==> src/rtl/prover_early_round_ctrl.sv <==
// prover_early_round_ctrl
// Sequences the early (copy-variable) sumcheck rounds. It issues one restart
// invocation of the V datapath and then nCopyBits binding invocations. Each
// round's coefficients are offered to the transcript side, and the returned
// challenge becomes the tau of the next invocation.

`ifndef F_NBITS
`define F_NBITS 61
`endif
`ifndef F_Q
`define F_Q 61'h1FFF_FFFF_FFFF_FFFF
`endif

module prover_early_round_ctrl #(
    parameter int nCopyBits  = 3,
    parameter int nRoundBits = $clog2(nCopyBits + 1)
) (
    input  logic                      clk,
    input  logic                      rstb,
    input  logic                      start,
    input  logic                      abort,
    output logic                      v_en,
    output logic                      v_restart,
    output logic [`F_NBITS-1:0]       v_tau,
    output logic [`F_NBITS-1:0]       v_m_tau_p1,
    input  logic                      v_ready_pulse,
    input  logic [4*`F_NBITS-1:0]     v_c,
    output logic [4*`F_NBITS-1:0]     coef_out,
    output logic                      coef_valid,
    input  logic                      coef_ready,
    output logic [nRoundBits-1:0]     round_idx,
    output logic                      chal_ready,
    input  logic                      chal_valid,
    input  logic [`F_NBITS-1:0]       chal_in,
    output logic                      busy,
    output logic                      done
);

    localparam int W = `F_NBITS;
    localparam logic [W-1:0] FQ = `F_Q;
    localparam logic [nRoundBits-1:0] LAST_ROUND = nRoundBits'(nCopyBits);

    typedef enum logic [2:0] {
        IDLE,
        ISSUE,
        WAIT,
        PRESENT,
        CHAL,
        DRAIN
    } state_t;

    state_t                state, state_d;
    logic [nRoundBits-1:0] round, round_d;
    logic [W-1:0]          tau_d, mtp1_d;
    logic [4*W-1:0]        coef_d;
    logic                  done_d;
    logic [W:0]            mtp1_wide;

    // (1 - tau) mod q, formed one bit wider so q + 1 - tau cannot overflow
    always_comb begin
        if (chal_in <= W'(1))
            mtp1_wide = (W+1)'(1) - {1'b0, chal_in};
        else
            mtp1_wide = {1'b0, FQ} + (W+1)'(1) - {1'b0, chal_in};
    end

    // Next-state and next-register values; abort is checked first so it wins
    always_comb begin
        state_d = state;
        round_d = round;
        tau_d   = v_tau;
        mtp1_d  = v_m_tau_p1;
        coef_d  = coef_out;
        done_d  = 1'b0;
        case (state)
            IDLE: begin
                if (start) begin
                    round_d = '0;
                    tau_d   = '0;
                    mtp1_d  = W'(1);
                    state_d = ISSUE;
                end
            end
            ISSUE: begin
                if (abort) state_d = DRAIN;
                else       state_d = WAIT;
            end
            WAIT: begin
                if (abort) begin
                    state_d = DRAIN;
                end else if (v_ready_pulse) begin
                    if (round == LAST_ROUND) begin
                        done_d  = 1'b1;
                        state_d = IDLE;
                    end else begin
                        coef_d  = v_c;
                        state_d = PRESENT;
                    end
                end
            end
            PRESENT: begin
                if (abort)           state_d = IDLE;
                else if (coef_ready) state_d = CHAL;
            end
            CHAL: begin
                if (abort) begin
                    state_d = IDLE;
                end else if (chal_valid) begin
                    tau_d   = chal_in;
                    mtp1_d  = mtp1_wide[W-1:0];
                    round_d = round + nRoundBits'(1);
                    state_d = ISSUE;
                end
            end
            DRAIN: begin
                if (v_ready_pulse) state_d = IDLE;
            end
            default: state_d = IDLE;
        endcase
    end

    // State and Moore output registers, all decoded from the next state
    always_ff @(posedge clk or negedge rstb) begin
        if (!rstb) begin
            state      <= IDLE;
            round      <= '0;
            v_tau      <= '0;
            v_m_tau_p1 <= W'(1);
            coef_out   <= '0;
            v_en       <= 1'b0;
            v_restart  <= 1'b0;
            coef_valid <= 1'b0;
            chal_ready <= 1'b0;
            busy       <= 1'b0;
            done       <= 1'b0;
        end else begin
            state      <= state_d;
            round      <= round_d;
            v_tau      <= tau_d;
            v_m_tau_p1 <= mtp1_d;
            coef_out   <= coef_d;
            v_en       <= (state_d == ISSUE);
            v_restart  <= (state_d == ISSUE) && (round_d == '0);
            coef_valid <= (state_d == PRESENT);
            chal_ready <= (state_d == CHAL);
            busy       <= (state_d != IDLE);
            done       <= done_d;
        end
    end

    assign round_idx = round;

endmodule

==> config.mk <==
export PLATFORM = sky130hd
export DESIGN_NAME = prover_early_round_ctrl
export DESIGN_NICKNAME = d
export VERILOG_FILES = /design/src/rtl/prover_early_round_ctrl.sv
export SDC_FILE = /design/constraint.sdc
export NUM_CORES = 1
export LEC_CHECK = 0
export ABC_CLOCK_PERIOD_IN_PS = 6000
export CORE_AREA = 10 10 255 257
export CTS_CLUSTER_SIZE = 14
export DETAILED_ROUTE_END_ITERATION = 10
export DIE_AREA = 0 0 265 267
export PLACE_DENSITY_LB_ADDON = 0.1
export SLEW_MARGIN = 20
export SYNTH_ARGS = -nofsm -noshare
export SYNTH_HDL_FRONTEND = slang
export SYNTH_SLANG_ARGS = --single-unit
==> constraint.sdc <==
create_clock -name clk -period 6 [get_ports clk]
set_input_delay 0.6 -clock clk [delete_from_list [all_inputs] [get_ports clk]]
set_output_delay 0.6 -clock clk [all_outputs]
set_load 0.03 [all_outputs]
==> out/metrics.cfg, run 1 <==
[outcome]
status = complete, no violations

[routing]
post_drt_wl_per_cell_um = 25.68
drtIter0Drc = 509
routed_via_density = 4.507
ant_nets = 0
vias = 11530
dr.pass1.iters = 4
drc_errors = 0
drt-total-wl_mm = 65.70

[setup_path]
cp_slowest_cell = nor3_2
r2r_start = state[1]
path_cells = clkdlybuf4s50_1, inv_1, ha_1, nor3b_1, nand2_1, nor3_2, nor4bb_1, xnor2_1, a221o_1
cp.arrival_ns = 3.89
cp_data_required_time_ns = 6.45
crit_path_max_fanout = 9
end_kind = flip-flop
start_kind = primary input
crit_type = primary input to flip-flop
max_stage_delay_ns = 0.65
crit_start = chal_in[1]

[clock_tree]
ctsResizeCount = 0
cts_sinks = 377
ctsHtreeMaxLevel = 2
worstSkewPairLatency_ns = 0.57
clockRootBuffer = clkbuf_16
cts_made_buffers = 47
clkTransAtPathRegs_ns = 0.06
cts_tree = yes
cts-hold-fix-buffers = 0
cts_setup_buffers = 0
cts_max_path_buffers = 3

[timing]
maxSlewHeadroom = 0.3034
rsz0062_at_grt = false
drv_slew = 0
tns_ns = 0
final-hold-violation-count = 0
fmax_mhz = 291.1
min_period_over_period = 0.5726
setup_viol = 0
worstMarginPinSlew_ns = 1.045
final.min_clock_period_ns = 3.435
hold_ws_ns = 0.1291
fin_skew_ns = 0.01583

[run]
maxCapViolCount = 0

[power_and_ir_drop]
p_sw_frac = 0.3947
p_switching_w = 0.005169
pwr-share-comb = 0.474
p_per_area_mw_per_mm2 = 535.0
p_leak_nw = 10.22
pwr-share-clk = 0.213
power_frac_seq = 0.313
p_int_w = 0.007928
peakVddDrop_v = 0.0002121

[synthesis]
synth-seq-area-share = 0.6209
synth-compound-area-share = 0.08011
syn_area_mm2 = 0.01520
synth-simple-area-share = 0.06315
synthArstFlopShare = 1.000
syn_area_per_cell_um2 = 14.40
synth_cell_type_count = 52
postSynthCellCount = 1055
yosys_warnings = 0
syn_nets = 1370
ys.flop_type = dfrtp_1
synth_mux_area_frac = 0.1828
synth_edf_count = 0
ys_ff_latch = 377
synth_fa_ha_area_frac = 0.002470
synth_xor_area_frac = 0.03285
synth_top_family_by_area = multiplexers

[grt]
grt_overflow = 0
grt_pass1_vias = 12330
grt_first_pass_wirelength_mm = 92.05
antenna_found_initial = 13
grt_util_all_layers = 0.1779
grt_max_degree = 165

[final_layout]
fill_cells = 5674
layout_commonest_cell = clkdlybuf4s50_1
area_delta_synth_final_pct = 61.10
finalNonFillerCells = 2558
finalCoreUtilization = 0.4087
mostFrequentLayoutCells = clkdlybuf4s50_1, dfrtp_1, mux2_2
drive_above_1_share = 0.1944
fin_nets = 2050
design_area_mm2 = 0.02448

[placement]
numPortBuffers = 685
hpwl_mm = 50.80
dpl.cell_count = 2468
gp_congestion = 0.7954
dpl_cell_area_mm2 = 0.02294

[floorplan]
fp.coreArea_mm2 = 0.05991
dieWidth_um = 265
start_util = 0.2537
io_pins = 686
dieArea_mm2 = 0.07076
die_y_um = 267
rows = 90

[hold_path]
hp-class = primary input to asynchronous set/reset pin

[state kept, by name, summed over array words and instances (netlist names)]
name        cells
v_tau          61
state           3
busy            1
v_restart       1
chal_ready      1
v_m_tau_p1     61
v_en            1
round_idx       2
done            1
coef_out      244
coef_valid      1
[metal layers]
layer | wire length (um) | global-route usage | part of all wire
met1 | 24830 | 0.1946 | 0.38
met2 | 32860 | 0.3075 | 0.50
met3 | 6180 | 0.07648 | 0.094
met4 | 1756 | 0.05529 | 0.027
met5 | 79 | 0 | 0.0012
[worst max-delay path: cells and delay by family]
kind / cells / cell delay (ns)
xor+xnor: 1 / 0.11
simple gates: 4 / 2.06
buf+inv: 2 / 0.57
compound gates: 1 / 0.33
fa+ha+maj: 1 / 0.21
[final cells by class]
type                       count  area, um2  area share
sequential                   377       9435      0.3854
timing repair buffer         693       6959      0.2843
multi-input combinational    608       5535      0.2261
clock buffer                  76       1446     0.05908
tap                          782      978.4     0.03997
clock inverter                 8      82.58    0.003373
inverter                       8      30.03    0.001227
antenna                        6      15.01   0.0006133
[path summary, 6_finish.rpt]
check / endpoint / slack [ns] / cells past startpoint
worst max-delay path: v_m_tau_p1[34] / 2.56 / 9
worst min-delay path: coef_out[21] / 0.13 / 1
worst max register to register: coef_out[178] / 2.91 / 6
worst min register to register: v_m_tau_p1[2] / 0.48 / 2
max in group asynchronous: coef_out[160] / 4.45 / 2
min in group clk: v_m_tau_p1[2] / 0.48 / 2
[synthesized netlist by cell type, drive strengths merged, types with 4 or more instances]
library cell | count | share of area
a21oi | 4 | 0.0013
o21ai | 10 | 0.0033
nor4 | 16 | 0.0088
a22o | 85 | 0.049
or4 | 6 | 0.0035
buf | 12 | 0.0035
nand4 | 4 | 0.0016
or3 | 8 | 0.0040
clkbuf | 50 | 0.012
a32o | 4 | 0.0026
xnor2 | 32 | 0.018
mux2 | 244 | 0.18
nor2 | 29 | 0.0072
dfrtp | 376 | 0.62
inv | 8 | 0.0020
nand3 | 13 | 0.0043
xor2 | 25 | 0.014
nor3 | 30 | 0.012
a221o | 29 | 0.019
nand3b | 4 | 0.0020
nand2 | 24 | 0.0059
nand4b | 6 | 0.0035
[cell families (layout without fill, tap and decap cells)]
family	Yosys count	after routing
xor gates and xnor gates	57	57
DFF	377	377
buffers and inverters	70	785
and+or+nand+nor	161	161
other	0	6
muxes	247	247
adders and majority gates	3	3
AOI/OAI and AO/OA	140	140
[power groups by stage]
| stage | clock network [W] | registers [W] | logic, W |
|---|---|---|---|
| global route | 0.00300 | 0.00423 | 0.00648 |
| CTS | 0.00290 | 0.00410 | 0.00633 |
| global placement | 0 | 0.00410 | 0.00632 |
| finish | 0.00279 | 0.00410 | 0.00621 |
| floorplan | 0 | 0.00614 | 0.00117 |
| detailed placement | 0 | 0.00413 | 0.00632 |
[stage by stage]
stage          setup slack (ns)  power (W)
6_report                  2.565    0.01310
5_1_grt                   2.342    0.01371
4_1_cts                   2.594    0.01333
3_5_place_dp              2.005    0.01045
3_3_place_gp              2.023    0.01042
2_1_floorplan             3.146   0.007307
Note: power is estimated with default switching activity, not from simulation.
==> run 2, diff against run 1 <==
--- a/config.mk
+++ b/config.mk
@@ -5,11 +5,11 @@
 export SDC_FILE = /design/constraint.sdc
 export NUM_CORES = 1
 export LEC_CHECK = 0
-export ABC_CLOCK_PERIOD_IN_PS = 6000
-export CORE_AREA = 10 10 255 257
+export ABC_CLOCK_PERIOD_IN_PS = 3100
+export CORE_AREA = 10 10 257 259
 export CTS_CLUSTER_SIZE = 14
 export DETAILED_ROUTE_END_ITERATION = 10
-export DIE_AREA = 0 0 265 267
+export DIE_AREA = 0 0 267 269
 export PLACE_DENSITY_LB_ADDON = 0.1
 export SLEW_MARGIN = 20
 export SYNTH_ARGS = -nofsm -noshare
==> constraint.sdc (replaced) <==
create_clock -name clk -period 3.1 [get_ports clk]
set_input_delay 0.31 -clock clk [delete_from_list [all_inputs] [get_ports clk]]
set_output_delay 0.31 -clock clk [all_outputs]
set_load 0.03 [all_outputs]
==> run 2 against run 1 <==
Net effect: worst hold slack improved by 0.19 ns; power rose by 94%; core utilization rose by 0.37 points; cell count rose by 3.4%; non-clock buffer count rose by 80; routed wire length rose by 3.1%; clock power rose by 91%; die area rose by 1.5%; design area rose by 2.8%; sequential cell count did not move; critical path depth rose by 1; critical path type unchanged; largest power group unchanged; highest routed layer unchanged.
==> out/metrics.cfg, run 2 (synthesis gave the netlist of run 1 again) <==
[outcome]
status = complete, no violations  ; unchanged

[timing]
worstMarginPinSlew_ns = 0.6795  ; was 1.045 ns
final.min_clock_period_ns = 2.542
setup_viol = 0  ; unchanged
fin_skew_ns = 0.02269  ; was 0.01583 ns
drv_slew = 0  ; unchanged
final-hold-violation-count = 0  ; unchanged
hold_ws_ns = 0.3170  ; was 0.1291 ns
maxSlewHeadroom = 0.5470  ; was 0.3034
rsz0062_at_grt = false  ; unchanged
fmax_mhz = 393.3
min_period_over_period = 0.8201

[grt]
grt_pass1_vias = 12600  ; was 12330
grt_max_degree = 93  ; was 165
grt_util_all_layers = 0.1793  ; was 0.1779
grt_overflow = 0  ; unchanged
antenna_found_initial = 12  ; was 13
grt_first_pass_wirelength_mm = 94.41  ; was 92.05 mm

[routing]
wl_met3_mm = 6.912  ; was 6.180 mm
top_layer_used = met5  ; unchanged
wl_met1_mm = 25.23  ; was 24.83 mm
dr.pass1.iters = 4  ; unchanged
post_drt_wl_per_cell_um = 25.61  ; was 25.68 um
vias = 11960  ; was 11530
drt-total-wl_mm = 67.73  ; was 65.70 mm
routed_via_density = 4.522  ; was 4.507
ant_nets = 0  ; unchanged
wl_met2_mm = 34.23  ; was 32.86 mm
drtIter0Drc = 522  ; was 509
drc_errors = 0  ; unchanged

[hold_path]
hp-class = primary input to asynchronous set/reset pin  ; unchanged

[floorplan]
dieWidth_um = 267  ; was 265 um
fp.coreArea_mm2 = 0.06103  ; was 0.05991 mm2
dieArea_mm2 = 0.07182  ; was 0.07076 mm2
start_util = 0.2490  ; was 0.2537
io_pins = 686  ; unchanged
rows = 91  ; was 90
die_y_um = 269  ; was 267 um

[clock_tree]
worstSkewPairLatency_ns = 0.58  ; was 0.57 ns
clockRootBuffer = clkbuf_16  ; unchanged
ctsHtreeMaxLevel = 2  ; unchanged
cts_max_path_buffers = 3  ; unchanged
cts_setup_buffers = 0  ; unchanged
clkTransAtPathRegs_ns = 0.06  ; about the same
cts_sinks = 377  ; unchanged
cts_made_buffers = 47  ; unchanged
cts_tree = yes  ; unchanged

[final_layout]
regMostFlops = coef_out  ; unchanged
finalCoreUtilization = 0.4124  ; was 0.4087
area_delta_synth_final_pct = 65.59  ; was 61.10%
layout_commonest_cell = clkdlybuf4s50_1  ; unchanged
largest_register_ff_count = 244  ; unchanged
drive_above_1_share = 0.2301  ; was 0.1944
mostFrequentLayoutCells = clkdlybuf4s50_1, dfrtp_1, mux2_2  ; unchanged
fill_cells = 5764  ; was 5674
reg_top3 = coef_out (244), v_m_tau_p1 (61), v_tau (61)  ; unchanged
fin_nets = 2130  ; was 2050
design_area_mm2 = 0.02517  ; was 0.02448 mm2
finalNonFillerCells = 2644  ; was 2558

[setup_path]
cp.arrival_ns = 3.00  ; was 3.89 ns
end_kind = flip-flop  ; unchanged
crit_path_max_fanout = 7  ; was 9
start_kind = primary input  ; unchanged
cp_data_required_time_ns = 3.56  ; was 6.45 ns
crit_type = primary input to flip-flop  ; unchanged

[run]
maxCapViolCount = 0  ; unchanged

[power_and_ir_drop]
p_per_area_mw_per_mm2 = 1009  ; was 535.0 mW/mm2
power_w = 0.02539  ; was 0.01310 W
p_leak_nw = 10.64  ; was 10.22 nW
peakVddDrop_v = 0.0004224  ; was 0.0002121 V

[placement]
hpwl_mm = 53.15  ; was 50.80 mm
dpl_cell_area_mm2 = 0.02368  ; was 0.02294 mm2
gp_congestion = 0.7884  ; was 0.7954
dpl.cell_count = 2555  ; was 2468
numPortBuffers = 685  ; unchanged

==> run 2: cell types whose count changed in the layout (fill, tap and decap cells not counted), sizes merged <==
cell | before | now
diode | 6 | 3
buf | 9 | 88
clkinv | 5 | 15
clkbuf | 76 | 66
dlygate4sd3 | 0 | 1
bufinv | 1 | 2
==> run 2: critical path, cell delays in order <==
cell and delay [ns]:
clkdlybuf4s50_1 0.43, inv_1 0.09, ha_1 0.16, or3b_1 0.41, or4_1 0.56, or3_1 0.35
buf_4 0.19, nor4_4 0.22, xnor2_1 0.09, a22o_1 0.19
==> run 2: area by class of cell <==
type	instances	area, um2	share of cell area
Sequential cell	377	9435	0.3749
Tap cell	790	988.4	0.03928
Inverter	8	30.03	0.001193
Multi-Input combinational cell	608	5535	0.2200
Antenna cell	3	7.507	0.0002983
Timing Repair Buffer	773	7700	0.3060
Clock inverter	19	151.4	0.006016
Clock buffer	66	1318	0.05235
==> run 2: final timing paths <==
path / end / start / cells after the start / slack (ns)
worst min-delay path: coef_out[103] / rstb / 2 / 0.32
worst min register to register: v_tau[1] / v_tau[1] / 2 / 0.48
max in group asynchronous: coef_out[208] / rstb / 3 / 1.93
min in group clk: coef_out[187] / v_c[187] / 2 / 0.34
worst max register to register: coef_out[79] / state[1] / 8 / 0.70
worst max-delay path: v_m_tau_p1[59] / chal_in[1] / 10 / 0.56
==> run 2: per-stage QoR <==
| step | setup WS [ns] | setup TNS, ns |
|---|---|---|
| final | 0.5577 | 0 |
| after global routing | 0.4151 | 0 |
| after CTS | 0.5995 | 0 |
| after detailed placement | -0.01014 | -0.01014 |
| after global placement | -0.02023 | -0.02982 |
| after floorplan | 0.5361 | 0 |
==> run 2: layer usage <==
metal	GRT usage	vias up
met3	0.07768	82
li1	-	5396
met4	0.04268	18
met1	0.1985	6035
met5	0	-
met2	0.3126	424
==> run 2: where the power goes <==
group          internal (W)  switching, W  total (W)
registers           0.00691       0.00104    0.00795
clock network       0.00312       0.00220    0.00532
logic               0.00528       0.00683     0.0121
total                0.0153        0.0101     0.0254
==> run 2: timing repair <==
item,4_1_cts,5_1_grt
setup endpoints to repair,0,0
resized for setup,0,0
hold buffers,1,0
hold endpoints to repair,65,0
==> run 3, diff against run 2 <==
--- a/config.mk
+++ b/config.mk
@@ -5,11 +5,11 @@
 export SDC_FILE = /design/constraint.sdc
 export NUM_CORES = 1
 export LEC_CHECK = 0
-export ABC_CLOCK_PERIOD_IN_PS = 3100
-export CORE_AREA = 10 10 257 259
+export ABC_CLOCK_PERIOD_IN_PS = 2600
+export CORE_AREA = 10 10 255 257
 export CTS_CLUSTER_SIZE = 14
 export DETAILED_ROUTE_END_ITERATION = 10
-export DIE_AREA = 0 0 267 269
+export DIE_AREA = 0 0 265 267
 export PLACE_DENSITY_LB_ADDON = 0.1
 export SLEW_MARGIN = 20
 export SYNTH_ARGS = -nofsm -noshare
==> constraint.sdc (replaced) <==
create_clock -name clk -period 2.6 [get_ports clk]
set_input_delay 0.26 -clock clk [delete_from_list [all_inputs] [get_ports clk]]
set_output_delay 0.26 -clock clk [all_outputs]
set_load 0.03 [all_outputs]
==> run 3 against run 2 <==
Net effect: sequential cell count stayed put; clock skew shrank 0.0082 ns; non-clock buffer count grew 58; worst hold slack lost 0.077 ns; core utilization is 1.6 points higher; largest cell class unchanged; cell count grew 2.0%; critical path depth did not move; global-route usage rose by 0.66 points; worst setup slack worse by 0.36 ns; register-to-register slack worse by 0.22 ns; sequential share of layout area decreased by 0.74 points; clock power up 21%.
==> out/metrics.cfg, run 3 (synthesis gave the netlist of run 1 again) <==
[outcome]
status = complete, no violations  ; unchanged

[timing]
maxSlewHeadroom = 0.6180  ; was 0.5470
worstMarginPinSlew_ns = 0.5712  ; was 0.6795 ns
fmax_mhz = 416.0
min_period_over_period = 0.9244
final-hold-violation-count = 0  ; unchanged
setup_viol = 0  ; unchanged
fin_skew_ns = 0.01448  ; was 0.02269 ns
rsz0062_at_grt = false  ; unchanged
drv_slew = 0  ; unchanged
final.min_clock_period_ns = 2.404
tns_ns = 0  ; unchanged

[routing]
routed_via_density = 4.504  ; was 4.522
drt-total-wl_mm = 68.27  ; was 67.73 mm
drc_errors = 0  ; unchanged
post_drt_wl_per_cell_um = 25.30  ; was 25.61 um
drtIter0Drc = 548  ; was 522
vias = 12150  ; was 11960
ant_nets = 0  ; unchanged
dr.pass1.iters = 4  ; unchanged

[setup_path]
crit_path_max_fanout = 7  ; unchanged
crit_type = primary input to flip-flop  ; unchanged
start_kind = primary input  ; unchanged
max_stage_delay_ns = 0.48  ; was 0.56 ns
path_cells = clkdlybuf4s50_1, inv_1, ha_1, or3b_1, or4_4, or3_1, buf_4, nor4_4, xnor2_1, a22o_1  ; was clkdlybuf4s50_1, inv_1, ha_1, or3b_1, or4_1, or3_1, buf_4, nor4_4, xnor2_1, a22o_1
r2r_start = state[1]  ; unchanged
path_delay_family = simple AND/OR/NAND/NOR gates  ; unchanged
regToRegSetupSlack_ns = 0.48  ; was 0.70 ns
reg2reg_depth = 8  ; unchanged
cp.arrival_ns = 2.87  ; was 3.00 ns
cp_slowest_cell = or4_4  ; was or4_1
cp_data_required_time_ns = 3.06  ; was 3.56 ns
reg2reg_to = coef_out[239]  ; was coef_out[79]
worst-path-buf-inv = 3  ; unchanged
end_kind = flip-flop  ; unchanged

[hold_path]
hp-class = primary input to asynchronous set/reset pin  ; unchanged

[clock_tree]
cts_sinks = 377  ; unchanged
ctsHtreeMaxLevel = 2  ; unchanged
clockRootBuffer = clkbuf_16  ; unchanged
clkTransAtPathRegs_ns = 0.06  ; about the same
worstSkewPairLatency_ns = 0.57  ; was 0.58 ns
cts_tree = yes  ; unchanged
cts_max_path_buffers = 3  ; unchanged
cts_made_buffers = 46  ; was 47

[power_and_ir_drop]
peakVddDrop_v = 0.0005435  ; was 0.0004224 V
p_sw_frac = 0.3953  ; was 0.3969
pwr-share-clk = 0.211  ; was 0.210
pwr-share-comb = 0.477  ; about the same
p_switching_w = 0.01205  ; was 0.01008 W
p_int_w = 0.01844  ; was 0.01531 W
power_w = 0.03050  ; was 0.02539 W
p_per_area_mw_per_mm2 = 1188  ; was 1009 mW/mm2
p_leak_nw = 10.95  ; was 10.64 nW
power_frac_seq = 0.312  ; was 0.313

[placement]
numPortBuffers = 685  ; unchanged
gp_congestion = 0.8214  ; was 0.7884
hpwl_mm = 53.79  ; was 53.15 mm
dpl_cell_area_mm2 = 0.02413  ; was 0.02368 mm2

[floorplan]
die_y_um = 267  ; was 269 um
fp.coreArea_mm2 = 0.05991  ; was 0.06103 mm2
dieArea_mm2 = 0.07076  ; was 0.07182 mm2
dieWidth_um = 265  ; was 267 um
io_pins = 686  ; unchanged
rows = 90  ; was 91
start_util = 0.2537  ; was 0.2490

[final_layout]
reg_top3 = coef_out (244), v_m_tau_p1 (61), v_tau (61)  ; unchanged
regMostFlops = coef_out  ; unchanged
drive_above_1_share = 0.2542  ; was 0.2301
mostFrequentLayoutCells = clkdlybuf4s50_1, dfrtp_1, mux2_2  ; unchanged
area_delta_synth_final_pct = 68.94  ; was 65.59%
finalCoreUtilization = 0.4286  ; was 0.4124
multiInputGateArea_mm2 = 0.005545  ; was 0.005535 mm2
regArea_mm2 = 0.009435  ; unchanged
largest_register_ff_count = 244  ; unchanged
fin_nets = 2187  ; was 2130
fill_cells = 5605  ; was 5764
layout_commonest_cell = clkdlybuf4s50_1  ; unchanged
design_area_mm2 = 0.02567  ; was 0.02517 mm2

[grt]
grt_util_all_layers = 0.1859  ; was 0.1793
grt_overflow = 0  ; unchanged
grt_pass1_vias = 13030  ; was 12600
grt_max_degree = 72  ; was 93
grt_first_pass_wirelength_mm = 97.03  ; was 94.41 mm
antenna_found_initial = 17  ; was 12

[run]
maxCapViolCount = 0  ; unchanged

-- run 3: cell types whose count changed in the layout (fill, tap and decap cells not counted), sizes merged --
cell      change
buf          +58
clkbuf        +5
clkinv        -5
diode         +5
clkinvlp      -1
-- run 3: timing repair --
item	4_1_cts	5_1_grt
endpoints found under the setup margin	0	6
resized for setup	0	2
buffers inserted	0	0
hold endpoints to repair	54	0
hold buffers	1	0
-- run 3: power by group through the flow --
stage               sequential, W  combinational [W]  clock (W)
floorplan                  0.0142            0.00270          0
global placement          0.00954             0.0147          0
detailed placement        0.00960             0.0148          0
CTS                       0.00954             0.0148    0.00668
global route              0.00983             0.0152    0.00693
finish                    0.00951             0.0145    0.00645
-- run 3: layer usage --
metal / vias up / track usage / part of all wire
met5: - / 0 / 0.0019
met4: 20 / 0.06166 / 0.027
met3: 108 / 0.07178 / 0.084
met2: 406 / 0.3175 / 0.50
met1: 6085 / 0.2099 / 0.39
li1: 5533 / - / -
-- run 3: worst register-to-register path: cells and delay by family, from the launching register on --
kind | cells | cell delay, ns
buffers and inverters | 4 | 0.70
DFF | 1 | 0.46
muxes | 1 | 0.30
and+or+nand+nor | 3 | 0.53
-- run 3: layout make-up --
type,instances,area share
Clock inverter,13,0.004630
Tap cell,782,0.03811
Timing Repair Buffer,831,0.3178
Multi-Input combinational cell,608,0.2160
Antenna cell,8,0.0007797
Clock buffer,71,0.05400
Sequential cell,377,0.3675
Inverter,8,0.001170
-- run 3: through the flow --
step,hold slack [ns],cells,setup WS (ns)
3_3_place_gp,0.2758,2605,-0.4629
4_1_cts,0.2439,2690,0.1494
5_1_grt,0.2561,2695,0.03375
3_5_place_dp,0.2688,2605,-0.4506
2_1_floorplan,-0.03559,1055,0.08607
6_report,0.2402,2698,0.1964
-- run 3: how the worst max path moves through the flow --
stage                           to  cells after the start        from
CTS                 v_m_tau_p1[59]                     10  chal_in[1]
detailed placement  v_m_tau_p1[59]                     10  chal_in[1]
finish              v_m_tau_p1[59]                     10  chal_in[1]
floorplan           v_m_tau_p1[59]                     10  chal_in[1]
global route        v_m_tau_p1[34]                     10  chal_in[1]
global placement    v_m_tau_p1[17]                     10  chal_in[1]
